## src/rtl/clk_period_meas.sv

```systemverilog
// Measures the period and high time of a slow asynchronous clock in system clock cycles.
// Optional duty-cycle flag output is enabled by defining CLK_PERIOD_MEAS_DUTY_EN.
module clk_period_meas #(
    parameter int MAX_PERIOD = 255,
    localparam int W = $clog2(MAX_PERIOD + 1)
) (
    input  logic         clk,
    input  logic         rst,
    input  logic         clk_in,
    input  logic         meas_ready,
    output logic         meas_valid,
    output logic [W-1:0] period,
    output logic [W-1:0] high_time,
    output logic         no_clk,
    output logic         overrun
`ifdef CLK_PERIOD_MEAS_DUTY_EN
    ,output logic        duty_ok
`endif
);

    typedef enum logic {
        IDLE,
        MEASURE
    } state_t;

    localparam logic [W-1:0] MAX_CNT = W'(MAX_PERIOD);
    localparam logic [W-1:0] ONE     = W'(1);

    state_t         r_state;
    logic           r_s1;
    logic           r_s2;
    logic           r_s3;
    logic [W-1:0]   r_pcnt;
    logic [W-1:0]   r_hcnt;
    logic [W-1:0]   r_period;
    logic [W-1:0]   r_high;
    logic           r_valid;
    logic           r_overrun;

    logic           w_rise;
    logic           w_offer;
    logic           w_accept;

    assign w_rise   = r_s2 & ~r_s3;
    assign w_offer  = (r_state == MEASURE) & w_rise;
    assign w_accept = ~r_valid | meas_ready;

    always_ff @(posedge clk) begin
        if (rst) begin
            r_s1 <= 1'b0;
            r_s2 <= 1'b0;
            r_s3 <= 1'b0;
        end else begin
            r_s1 <= clk_in;
            r_s2 <= r_s1;
            r_s3 <= r_s2;
        end
    end

    // The cycle carrying the rise counts as the first cycle of the new period.
    always_ff @(posedge clk) begin
        if (rst) begin
            r_state <= IDLE;
            r_pcnt  <= '0;
            r_hcnt  <= '0;
        end else begin
            case (r_state)
                IDLE: begin
                    if (w_rise) begin
                        r_state <= MEASURE;
                        r_pcnt  <= ONE;
                        r_hcnt  <= ONE;
                    end
                end
                MEASURE: begin
                    if (w_rise) begin
                        r_pcnt <= ONE;
                        r_hcnt <= ONE;
                    end else if (r_pcnt == MAX_CNT) begin
                        r_state <= IDLE;
                        r_pcnt  <= '0;
                        r_hcnt  <= '0;
                    end else begin
                        r_pcnt <= r_pcnt + ONE;
                        r_hcnt <= r_hcnt + {{(W-1){1'b0}}, r_s2};
                    end
                end
                default: begin
                    r_state <= IDLE;
                    r_pcnt  <= '0;
                    r_hcnt  <= '0;
                end
            endcase
        end
    end

    always_ff @(posedge clk) begin
        if (rst) begin
            r_valid   <= 1'b0;
            r_period  <= '0;
            r_high    <= '0;
            r_overrun <= 1'b0;
        end else if (w_offer && w_accept) begin
            r_valid  <= 1'b1;
            r_period <= r_pcnt;
            r_high   <= r_hcnt;
        end else begin
            if (w_offer) begin
                r_overrun <= 1'b1;
            end
            if (r_valid && meas_ready) begin
                r_valid <= 1'b0;
            end
        end
    end

`ifdef CLK_PERIOD_MEAS_DUTY_EN
    // Widened by one bit so doubling the high count cannot overflow.
    logic [W:0] w_two_high;
    logic [W:0] w_pwide;
    logic [W:0] w_diff;
    logic       w_duty;
    logic       r_duty;

    assign w_two_high = {r_hcnt, 1'b0};
    assign w_pwide    = {1'b0, r_pcnt};
    assign w_diff     = (w_two_high >= w_pwide) ? (w_two_high - w_pwide)
                                                : (w_pwide - w_two_high);
    assign w_duty     = (w_diff <= (W+1)'(1));

    always_ff @(posedge clk) begin
        if (rst) begin
            r_duty <= 1'b0;
        end else if (w_offer && w_accept) begin
            r_duty <= w_duty;
        end
    end

    assign duty_ok = r_duty;
`endif

    assign meas_valid = r_valid;
    assign period     = r_period;
    assign high_time  = r_high;
    assign no_clk     = (r_state == IDLE);
    assign overrun    = r_overrun;

endmodule

```

## config.mk

```make
export PLATFORM = sky130hd
export DESIGN_NAME = clk_period_meas
export DESIGN_NICKNAME = d
export VERILOG_FILES = /design/src/rtl/clk_period_meas.sv
export SDC_FILE = /design/constraint.sdc
export NUM_CORES = 1
export LEC_CHECK = 0
export ABC_AREA = 1
export BUFFER_PORTS_ARGS = -buffer_cell sky130_fd_sc_hd__clkbuf_2
export CAP_MARGIN = 40
export CORE_ASPECT_RATIO = 1.4
export CORE_MARGIN = 5
export CORE_UTILIZATION = 50
export CTS_CLUSTER_DIAMETER = 120
export CTS_CLUSTER_SIZE = 16
export DETAILED_ROUTE_END_ITERATION = 12
export GPL_ROUTABILITY_DRIVEN = 0
export PLACE_DENSITY = 0.85
export SLEW_MARGIN = 15
export SYNTH_ARGS = -nofsm -noshare
export SYNTH_HDL_FRONTEND = slang
export SYNTH_SLANG_ARGS = --single-unit
```

## constraint.sdc

```tcl
create_clock -name clk -period 1.2 [get_ports clk]
set_clock_uncertainty 0.05 [all_clocks]
set_input_delay 0.18 -clock clk [delete_from_list [all_inputs] [get_ports clk]]
set_output_delay 0.18 -clock clk [all_outputs]
set_load 0.01 [all_outputs]
```

==> run summary <==
status: finished, violations left
failing checks: negative setup slack
# diodes: 0
Worst slew margin: 0.795
Final min period: 1360 ps
io pins: 23
final hold violations: 0
vias in the first global route: 1584
fillers: 192
FMAX: 733 MHz
Post-synth EDFFs: 0
final WL: 5360 um
Hold/Removal Path Class: in -> reg
total power after layout: 0.00260 W
CTS Buf Count: 5
period utilization: 1.14
Yosys reg bits: 38
sequential fraction of the synthesis area: 0.484
vias per std cell: 5.72
worst-margin pin slew: 307 ps
drt first pass iters: 4
commonest cells after routing, fill and taps aside: 33 x nand2_1, 29 x dfxtp_1, 23 x buf_4
Die H: 76.3 um
Ys Warns: 0
largest net degree at the start of global routing: 23
Setup crit end kind: flip-flop
GRT Total Usage: 0.204
I/O Buffers: 22
arrival time worst endpoint: 1500 ps
Synthesized Nets: 218
Area after DPL: 1920 sq um
Critical-path top delay cell: dfxtp_4
first-pass GRT wire length: 7090 um
asr flop ratio synth: 0
initial core utilization: 0.513
Setup CP Type: reg -> reg
DP HPWL: 2670 um
CP Cell Sequence: ha_4, ha_4, nand2_2, nor2_2, nand3_1, nand3_1, a21oi_1
crit-path max cell delay: 390 ps
Final Setup Violations: 29
share of cells above drive strength 1: 0.470
initial antenna violation count: 0
Die Wd: 57.4 um
critical path peak fanout: 3
Final Slew Violations: 0
CP Buf/Inv Count: 0
DR iter-0 viols: 123
Critical Path Source Type: flip-flop
most common cell after layout, fill and taps aside: nand2_1
Cell Rows: 24
Core ar.: 3060 sq um
CTS root buf: clkbuf_8
Mean Syn Cell Area: 7.45 sq um
insertion delay to the later sink of the worst-skew pair: 300 ps
Leak: 1.00 nW
Final Core Density: 0.793
CTS sink count: 38
delay-heaviest family, CP: simple AND/OR/NAND/NOR gates
post-synth cell types: 20
H-Tree Level Count: 2
dominant synthesized flop cell: dfxtp_1
synthesized area: 1570 sq um
routed wire length per instance: 17.5 um
VDD IR max: 0.000953 V
Mapped Cells: 211
clk slew on worst S/H paths: 80 ps
Pwr per Cell Area: 1070 nW/um^2
setup ws final: -164 ps
Die ar.: 4380 sq um
Post-layout nets: 274
WP data required: 1330 ps
GRT overflow: 0
Vias: 1757
RSZ-0062 raised after global routing: yes
CTS tree: yes
# Max-Cap Violations: 0
Post-Layout Inst Area: 2430 sq um
DRC errors left: 0
synthesis-to-layout area growth: 54.6%
DRT antenna net count: 0
Longest Clk Path Bufs: 2
## registers in the layout, indices dropped and copies added, names as in the netlist
signal and count:
high_time 8, meas_valid 1, overrun 1, period 8, r_hcnt 8, r_pcnt 8, r_s1 1, r_s2 1
r_s3 1, r_state 1
## path summary, 6_finish.rpt
check,start,endpoint,slack [ps],cells past startpoint
setup / recovery,r_s2,r_hcnt[6],-160,7
hold / removal,clk_in,r_s1,10,3
setup reg to reg,r_s2,r_hcnt[6],-160,7
hold reg to reg,r_s1,r_s2,360,2
## logic make-up after synthesis
logic type | after synthesis | synth area share
AOI/OAI and AO/OA | 54 | 0.182
and+or+nand+nor | 85 | 0.226
adders and majority gates | 3 | 0.0239
DFF | 38 | 0.484
buffers and inverters | 31 | 0.0844
## metrics by stage
stage,setup TNS (ps),hold WS [ps],cells,setup slack (ps)
floorplan,-96.2,237,211,-14.2
global placement,-658,323,288,-52.3
detailed placement,-1230,327,288,-92.9
CTS,-930,5.72,300,-62.4
global route,-4110,32.6,307,-251
finish,-2790,12.2,307,-164
## area by class of cell
cell class,count,area [sq um],share of cell area
Multi-Input combinational cell,142,935,0.385
Sequential cell,38,777,0.320
Timing Repair Buffer,57,467,0.192
Inverter,23,93.8,0.0386
Clock buffer,5,68.8,0.0283
Tap cell,39,48.8,0.0201
Clock inverter,3,40.0,0.0165
## worst min-delay path: cells and delay by family
| family | cells | cell delay (ps) |
|---|---|---|
| buffers and inverters | 2 | 120 |
| and+or+nand+nor | 1 | 30 |
## power by group
part	switching [W]	total (W)	internal, W
clock	0.000477	0.00109	0.000612
sequential	0.0000183	0.00130	0.00128
combinational	0.000120	0.000213	0.0000938
## synthesized netlist by cell type (2+ instances only)
| cell type | instances | share of area |
|---|---|---|
| nand2_1 | 41 | 0.098 |
| dfxtp_1 | 38 | 0.48 |
| nor2_1 | 26 | 0.062 |
| a21oi_1 | 25 | 0.080 |
| inv_1 | 22 | 0.053 |
| o21ai_0 | 21 | 0.067 |
| nand3_1 | 15 | 0.048 |
| clkbuf_1 | 4 | 0.0096 |
| a21oi_2 | 3 | 0.017 |
| ha_1 | 3 | 0.024 |
| o21ai_1 | 3 | 0.0096 |
| buf_4 | 2 | 0.0096 |
## layer usage
layer	share of wire	track usage	vias to the layer above	wire, um
li1	-	-	799	-
met1	0.36	0.215	825	1930
met2	0.51	0.367	98	2750
met3	0.065	0.0525	35	349
met4	0.062	0.0882	0	334
met5	0	0	-	0
## repair_timing
| item | CTS | global route |
|---|---|---|
| hold buffers | 0 | 0 |
| endpoints found under the setup margin | 29 | 32 |
| gates resized for setup | 27 | 59 |
| pin swaps | 11 | 14 |
| buffers inserted | 2 | 5 |
| cloned | 2 | 2 |
(Power assumes the default switching activity.)
